`src/rtl/fifo_pkg.sv`:
```
// Shared definitions for the FIFO read-side packer: FSM state type and count-width helper.
package fifo_pkg;

  typedef enum logic {
    COLLECT = 1'b0,
    OUTPUT  = 1'b1
  } pack_state_e;

  // Width needed to hold a lane count in the range 0..pack_ratio inclusive.
  function automatic int count_width(input int pack_ratio);
    return $clog2(pack_ratio + 1);
  endfunction

  localparam int DEFAULT_PACK_RATIO = 4;
  localparam int DEFAULT_COUNT_W    = count_width(DEFAULT_PACK_RATIO);

endpackage

```
`src/rtl/fifo_read_packer_if.sv`:
```
// FIFO read port plus packed-word valid/ready output of the read-side packer.
interface fifo_read_packer_if
  import fifo_pkg::*;
#(
  parameter int data_width = 4,
  parameter int pack_ratio = 4
) ();

  localparam int count_w = count_width(pack_ratio);

  logic                             fifo_empty;
  logic [data_width-1:0]            fifo_data;
  logic                             fifo_rd_en;
  logic [data_width*pack_ratio-1:0] out_data;
  logic [count_w-1:0]               out_count;
  logic                             out_valid;
  logic                             out_ready;

  modport master (
    input  fifo_empty, fifo_data, out_ready,
    output fifo_rd_en, out_data, out_count, out_valid
  );

  modport slave (
    output fifo_empty, fifo_data, out_ready,
    input  fifo_rd_en, out_data, out_count, out_valid
  );

endinterface

```
`src/rtl/fifo_flush_timer.sv`:
```
// Idle timer for partial-word flush; exists only when FIFO_READ_PACKER_FLUSH_EN is defined.
`ifdef FIFO_READ_PACKER_FLUSH_EN
module fifo_flush_timer #(
  parameter int flush_timeout = 15
) (
  input  logic rd_clk,
  input  logic rd_reset,
  input  logic clear,
  input  logic enable,
  output logic expire
);

  localparam int cnt_w = $clog2(flush_timeout + 1);
  localparam logic [cnt_w-1:0] load_val = cnt_w'(flush_timeout - 1);

  logic [cnt_w-1:0] count_q, count_d;

  // Down-counter: expire fires on the flush_timeout-th consecutive enabled cycle.
  always_comb begin
    count_d = count_q;
    if (clear) begin
      count_d = load_val;
    end else if (enable && count_q != '0) begin
      count_d = count_q - cnt_w'(1);
    end
    expire = enable && !clear && (count_q == '0);
  end

  always_ff @(posedge rd_clk or negedge rd_reset) begin
    if (!rd_reset) begin
      count_q <= load_val;
    end else begin
      count_q <= count_d;
    end
  end

endmodule
`endif

```
`src/rtl/fifo_read_packer.sv`:
```
// Drains narrow FIFO words and packs pack_ratio of them into one wide valid/ready word.
// Optional partial-word flush after an idle timeout: FIFO_READ_PACKER_FLUSH_EN.
module fifo_read_packer
  import fifo_pkg::*;
#(
  parameter int data_width    = 4,
  parameter int pack_ratio    = 4,
  parameter int flush_timeout = 15
) (
  input logic                rd_clk,
  input logic                rd_reset,
  fifo_read_packer_if.master bus
);

  localparam int count_w = count_width(pack_ratio);
  localparam int word_w  = data_width * pack_ratio;
  localparam logic [count_w-1:0] full_count = count_w'(pack_ratio);

  pack_state_e        state_q, state_d;
  logic [count_w-1:0] captured_q, captured_d;
  logic               inflight_q, inflight_d;
  logic [word_w-1:0]  lanes_q, lanes_d;
  logic [word_w-1:0]  out_data_q, out_data_d;
  logic [count_w-1:0] out_count_q, out_count_d;
  logic               out_valid_q, out_valid_d;
  logic               rd_en;
  logic               flush_expire;

  // Gated by reset so the strobe drops immediately, not at the next edge.
  always_comb begin
    rd_en = rd_reset && (state_q == COLLECT) && !bus.fifo_empty &&
            ((int'(captured_q) + int'(inflight_q)) < pack_ratio);
  end

`ifdef FIFO_READ_PACKER_FLUSH_EN
  logic idle_en;
  logic idle_clr;

  always_comb begin
    idle_en  = (state_q == COLLECT) && (captured_q != '0) &&
               (captured_q < full_count) && !inflight_q && bus.fifo_empty;
    idle_clr = rd_en || inflight_q || (state_q != COLLECT) || (captured_q == '0);
  end

  fifo_flush_timer #(
    .flush_timeout(flush_timeout)
  ) u_flush_timer (
    .rd_clk  (rd_clk),
    .rd_reset(rd_reset),
    .clear   (idle_clr),
    .enable  (idle_en),
    .expire  (flush_expire)
  );
`else
  assign flush_expire = 1'b0;
`endif

  always_comb begin
    state_d     = state_q;
    captured_d  = captured_q;
    inflight_d  = rd_en;
    lanes_d     = lanes_q;
    out_data_d  = out_data_q;
    out_count_d = out_count_q;
    out_valid_d = out_valid_q;
    case (state_q)
      COLLECT: begin
        if (inflight_q) begin
          lanes_d[int'(captured_q)*data_width +: data_width] = bus.fifo_data;
          captured_d = captured_q + count_w'(1);
        end
        // The last capture and the move to OUTPUT share one edge.
        if (captured_d == full_count) begin
          state_d     = OUTPUT;
          out_data_d  = lanes_d;
          out_count_d = full_count;
          out_valid_d = 1'b1;
        end else if (flush_expire) begin
          state_d     = OUTPUT;
          out_data_d  = lanes_q;
          out_count_d = captured_q;
          out_valid_d = 1'b1;
        end
      end
      OUTPUT: begin
        if (bus.out_ready) begin
          state_d     = COLLECT;
          captured_d  = '0;
          lanes_d     = '0;
          out_data_d  = '0;
          out_count_d = '0;
          out_valid_d = 1'b0;
        end
      end
      default: begin
        state_d = COLLECT;
      end
    endcase
  end

  always_ff @(posedge rd_clk or negedge rd_reset) begin
    if (!rd_reset) begin
      state_q     <= COLLECT;
      captured_q  <= '0;
      inflight_q  <= 1'b0;
      lanes_q     <= '0;
      out_data_q  <= '0;
      out_count_q <= '0;
      out_valid_q <= 1'b0;
    end else begin
      state_q     <= state_d;
      captured_q  <= captured_d;
      inflight_q  <= inflight_d;
      lanes_q     <= lanes_d;
      out_data_q  <= out_data_d;
      out_count_q <= out_count_d;
      out_valid_q <= out_valid_d;
    end
  end

  assign bus.fifo_rd_en = rd_en;
  assign bus.out_data   = out_data_q;
  assign bus.out_count  = out_count_q;
  assign bus.out_valid  = out_valid_q;

endmodule
```
`src/flat_wrapper.sv`:
```
// flat-port wrapper written by rule: the top's interface ports become plain ports
module fifo_read_packer_flat import fifo_pkg::*;
#(
  parameter int data_width    = 4,
  parameter int pack_ratio    = 4,
  parameter int flush_timeout = 15
)
  (rd_clk, rd_reset, bus_fifo_empty, bus_fifo_data, bus_out_ready, bus_fifo_rd_en, bus_out_data, bus_out_count, bus_out_valid);
  fifo_read_packer_if #(.data_width(data_width), .pack_ratio(pack_ratio)) bus_i ();
  input logic rd_clk;
  input logic rd_reset;
  input wire logic [$bits(bus_i.fifo_empty)-1:0] bus_fifo_empty;
  input wire logic [$bits(bus_i.fifo_data)-1:0] bus_fifo_data;
  input wire logic [$bits(bus_i.out_ready)-1:0] bus_out_ready;
  output wire logic [$bits(bus_i.fifo_rd_en)-1:0] bus_fifo_rd_en;
  output wire logic [$bits(bus_i.out_data)-1:0] bus_out_data;
  output wire logic [$bits(bus_i.out_count)-1:0] bus_out_count;
  output wire logic [$bits(bus_i.out_valid)-1:0] bus_out_valid;
  assign bus_i.fifo_empty = bus_fifo_empty;
  assign bus_i.fifo_data = bus_fifo_data;
  assign bus_i.out_ready = bus_out_ready;
  assign bus_fifo_rd_en = bus_i.fifo_rd_en;
  assign bus_out_data = bus_i.out_data;
  assign bus_out_count = bus_i.out_count;
  assign bus_out_valid = bus_i.out_valid;
  fifo_read_packer #(.data_width(data_width), .pack_ratio(pack_ratio), .flush_timeout(flush_timeout)) u_core (.rd_clk(rd_clk), .rd_reset(rd_reset), .bus(bus_i));
endmodule
```
`config.mk`:
```
export PLATFORM = sky130hd
export DESIGN_NAME = fifo_read_packer_flat
export DESIGN_NICKNAME = d
export VERILOG_FILES = /design/src/rtl/fifo_pkg.sv /design/src/rtl/fifo_read_packer_if.sv /design/src/rtl/fifo_flush_timer.sv /design/src/rtl/fifo_read_packer.sv /design/src/flat_wrapper.sv
export SDC_FILE = /design/constraint.sdc
export NUM_CORES = 1
export LEC_CHECK = 0
export CAP_MARGIN = 5
export CORE_MARGIN = 3
export CORE_UTILIZATION = 60
export CTS_CLUSTER_DIAMETER = 80
export DETAILED_ROUTE_END_ITERATION = 10
export DONT_BUFFER_PORTS = 1
export PLACE_DENSITY = 0.88
export SLEW_MARGIN = 15
export SYNTH_ARGS = -nofsm -noshare
export SYNTH_HDL_FRONTEND = slang
export SYNTH_SLANG_ARGS = --single-unit
```
`constraint.sdc`:
```
create_clock -name rd_clk -period 5.7 [get_ports rd_clk]
set_input_delay 1.14 -clock rd_clk [delete_from_list [all_inputs] [get_ports rd_clk]]
set_output_delay 1.14 -clock rd_clk [all_outputs]
set_load 0.005 [all_outputs]
```
After elaboration in Yosys (flattened, before gate mapping). Cells that the tools add are included.

Flip-flop bits (word level): 41. Output and inout port bits: 21.

Add/sub/neg operators: 3. Order comparisons: 1. Equal/unequal tests: 3. Shift operators: 2. Muxes and demuxes: 18. Bitwise logic cells: 1. Reductions and logical operators: 5.

Operator list (count): one-hot mux 16 bit (2 select lines) (2); 2-to-1 mux 16 bit (3); negation 5 -> 33 bit (1); variable shift 4 x 33 -> 16 bit, first input constant (1); variable part select 4 x 33 -> 16 bit (1); less-than comparator 32 x 4 -> 1 bit, second input constant (1); bitwise mux 16 bit (1); 2-to-1 mux 3 bit (4); one-hot mux 3 bit (2 select lines) (2); adder 3 x 1 -> 4 bit (1); 2-to-1 mux 1 bit (4); != test 2 bit, second input constant (2); one-hot mux 1 bit (2 select lines) (2); adder 3 x 1 -> 3 bit, second input constant (1); == test 3 bit, second input constant (1); logical AND 1 bit (3); AND reduction 2 bit (1); logical NOT 1 bit (1); NOT 1 bit (1).

Depth between registers and ports, before layout.
Word-level depth: 6. Gate-level depth with buffers: 8. Depth with buffers taken out: 7.

Worst setup path before layout. OpenSTA, ideal clock, no wires.

Kind: input port to output port. Start: input port bus_fifo_empty. End: output port bus_fifo_rd_en. Arrival time: 1.450 ns. Data required time: 4.560 ns. Setup slack: 3.110 ns. Stages: 3. Cells stage by stage: nor2_1 nand3_1 a21oi_1.

Cells in the longest elaborated chain, start to end: 3.

RTL lines: from (decl) (line flat_wrapper.sv:12) `input wire logic [$bits(bus_i.fifo_empty)-1:0] bus_fifo_empty;`; logical NOT 1 bit (line fifo_read_packer.sv:31) `rd_en = rd_reset && (state_q == COLLECT) && !bus.fifo_empty &&`; logical AND 1 bit (2 in series) (line fifo_read_packer.sv:31); to (decl) (line flat_wrapper.sv:15) `output wire logic [$bits(bus_i.fifo_rd_en)-1:0] bus_fifo_rd_en;`.

No other way between the ends.

Worst setup path in the final report.
Start: register u_core.state_q. End: output port bus_fifo_rd_en.

Cells in the longest elaborated chain, start to end: 4.

RTL lines: from (decl) (line fifo_read_packer.sv:19) `pack_state_e state_q, state_d;`; from (signal assigned) (line fifo_read_packer.sv:111) `state_q <= state_d;`; NOT 1 bit (line fifo_read_packer.sv:31); logical AND 1 bit (3 in series) (line fifo_read_packer.sv:31).

No other way between the ends.

==> summary.md <==
| Metric | Value |
|---|---|
| Status | `completed` |
| Placement row count | `19` |
| Routability Congestion | `0.7807` |
| Path type of the worst min-delay path | `in2async` |
| Crit-path slowest cell | `dfrtp_1` |
| Worst Path Max Fanout | `37` |
| Syn avg cell area | `10.64 um2` |
| Hold Buf Count CTS | `0` |
| Register area share after synthesis | `52.27%` |
| Clk_skew | `0.009536 ns` |
| I/O Buffers | `0` |
| Layout cells sized above 1 | `5.422%` |
| Die Wd | `61.07 um` |
| Post-route ant nets | `0` |
| Worst setup EP type | `primary output` |
| Pwr/cell area | `523.4 nW/um2` |
| DIE AREA | `3729 um2` |
| Ports | `29` |
| RSZ-0062 raised after global routing | `false` |
| Drt pass-1 iters | `4` |
| MaxCap Viol Count | `0` |
| CTS resizes | `0` |
| Clock root cell | `clkbuf_4` |
| Die Height | `61.07 um` |
| Measured slew at the worst slew-check pin | `1.007 ns` |
| Fillers | `220` |
| N_diodes | `0` |
| TritonCTS clock tree | `built` |
| Syn Std Cell Area | `1819 um2` |
| Maximum clock frequency | `338.7 MHz` |
| Vias/cell | `6.183` |
| CORE AREA | `2829 um2` |
| Flops & latches, synth | `38` |
| # setup viols final | `0` |
| Post-layout util | `66.03%` |
| Vias in the first global route | `1176` |
| Worst-skew pair later-pin latency | `0.34 ns` |
| EDFF count, synth | `0` |
| DP HPWL | `2317 um` |
| Detailed Route Iter0 Violations | `74` |
| # clock sinks | `38` |
| Initial Util | `64.31%` |
| Layout Nets | `178` |
| Routed WL per cell | `17.12 um` |
| Routed vias | `1218` |
| DRC | `0` |
| Period minus WS final | `2.952 ns` |
| Most common library cells after synthesis | `dfrtp_1 (38), nand2_1 (37), mux2i_1 (32), o22ai_1 (15), clkbuf_1 (7)` |
| Final Power | `0.0009778 W` |
| Final instance area | `1868 um2` |
| Most numerous cell in the Yosys netlist | `dfrtp_1` |
| Number of synthesis warnings | `0` |
| Cell Chain, Critical Path | `inv_1, nand3_1, a21oi_1` |
| Setup CP Type | `reg2out` |
| First-pass GRT wire length | `5430 um` |
| CTS Buf Count | `5` |
| Post-Synthesis Cells | `171` |
| Largest net degree at the start of global routing | `40` |
| Final critical-path share of the clock period | `51.80%` |
| CTS H-tree depth | `2` |
| Area share of the largest cell type after synthesis | `52.27%` |
| Synth area leader | `dfrtp_1` |
| Final setup TNS | `0 ns` |
| Slew Limit Fails | `0` |
| Area growth syn-to-layout | `2.682%` |
| Crit path arrival time | `1.81 ns` |
| Synth Flop Type | `dfrtp_1` |
| Routed Wire Length | `3372 um` |
| Crit path launch type | `flip-flop` |
| Final-report hold violation count | `0` |
| Top cells by area, synth | `dfrtp_1 (52%), mux2i_1 (18%), nand2_1 (7.6%), o22ai_1 (5.2%), ha_1 (2.8%)` |
| Antenna violations before repair | `0` |
| Placed cell area | `1787 um2` |
| CP required | `4.56 ns` |
| Gr ovfl total | `0` |
| Leakage | `0.9929 nW` |
| Post-CTS Setup Bufs | `0` |
| CTS max path bufs | `2` |
| Total track usage | `20.77%` |
| Worst ir drop on vdd | `507.4 uV` |
| Netlist cell types | `29` |
| Clk slew on worst S/H paths | `0.11 ns` |
| Asr flop ratio synth | `100.0%` |
| Max_slew headroom | `32.88%` |
| Max incr delay on CP | `1.02 ns` |
[power by group]
part | switching (W) | internal [W] | total [W]
Combinational | 0.000161 | 0.000138 | 0.000299
Clock | 0.0000849 | 0.000102 | 0.000187
Sequential | 0.000114 | 0.000378 | 0.000491
Total | 0.000360 | 0.000618 | 0.000978
[cell families after synthesis]
| kind of cell | after synthesis | share of synthesized area [%] |
|---|---|---|
| simple gates | 53 | 13.14 |
| other cells | 1 | 0.2061 |
| fa+ha+maj | 4 | 2.751 |
| mux | 32 | 17.61 |
| compound gates | 24 | 8.391 |
| buf+inv | 18 | 5.158 |
| xor+xnor | 1 | 0.4815 |
| flops | 38 | 52.27 |
[state kept, by name, summed over array words and instances (netlist names)]
| name | cells |
|---|---|
| u_core.lanes_q | 16 |
| u_core.bus.out_count | 1 |
| u_core.captured_q | 3 |
| u_core.inflight_q | 1 |
| u_core.bus.out_data | 16 |
| u_core.state_q | 1 |
[final timing paths]
kind                                 startpoint                       to  slack [ns]  depth (start not counted)
setup / recovery                 u_core.state_q           bus_fifo_rd_en        2.75                          3
hold / removal                         rd_reset  u_core.bus.out_data[13]        0.47                          0
setup reg to reg           u_core.captured_q[0]   u_core.bus.out_data[6]        3.31                          6
hold reg to reg              u_core.lanes_q[14]       u_core.lanes_q[14]        0.52                          1
max in group asynchronous              rd_reset  u_core.bus.out_data[11]        5.14                          0
min in group rd_clk          u_core.lanes_q[14]       u_core.lanes_q[14]        0.52                          1
[placed cells by master (no fill, tap or decap), drive strengths merged, types with 2 or more instances in the layout]
master	count
conb	2
o21ai	2
mux2i	32
nand3	2
o22ai	15
nor2b	4
ha	4
clkbuf	6
nor2	2
inv	5
a21oi	3
dfrtp	38
nand2	37
[layer usage]
| metal | track usage (%) | vias up | share of wire [%] |
|---|---|---|---|
| met2 | 30.97 | 35 | 49 |
| met5 | 0 | - | 0 |
| met3 | 7.966 | 7 | 5.8 |
| met1 | 26.36 | 599 | 43 |
| li1 | - | 577 | - |
| met4 | 10.53 | 0 | 2.1 |
[metrics by stage]
step                      cells  setup slack (ns)  hold WS (ns)
after CTS                   197             2.771        0.4660
final                       197             2.748        0.4730
after detailed placement    190             3.031        0.4953
after floorplan             172             3.110        0.4655
after global routing        197             2.530        0.4379
after global placement      190             3.065        0.4976
[area by class of cell]
type                    instances  area, um2  share of cell area (%)
clock buffers                   6      51.30                   2.746
clock inverters                 1      30.03                   1.608
inverters                       5      18.77                   1.005
multi-input cells             116      778.2                   41.66
flip-flops and latches         38      950.9                   50.90
well taps                      31      38.79                   2.076
[critical path: cells and delay by family, from the launching register on]
| family | cells | cell delay, ns |
|---|---|---|
| simple gates | 1 | 0.13 |
| flops | 1 | 1.02 |
| buf+inv | 1 | 0.25 |
| compound gates | 1 | 0.07 |
No activity file was read; power rests on OpenSTA's default activity.
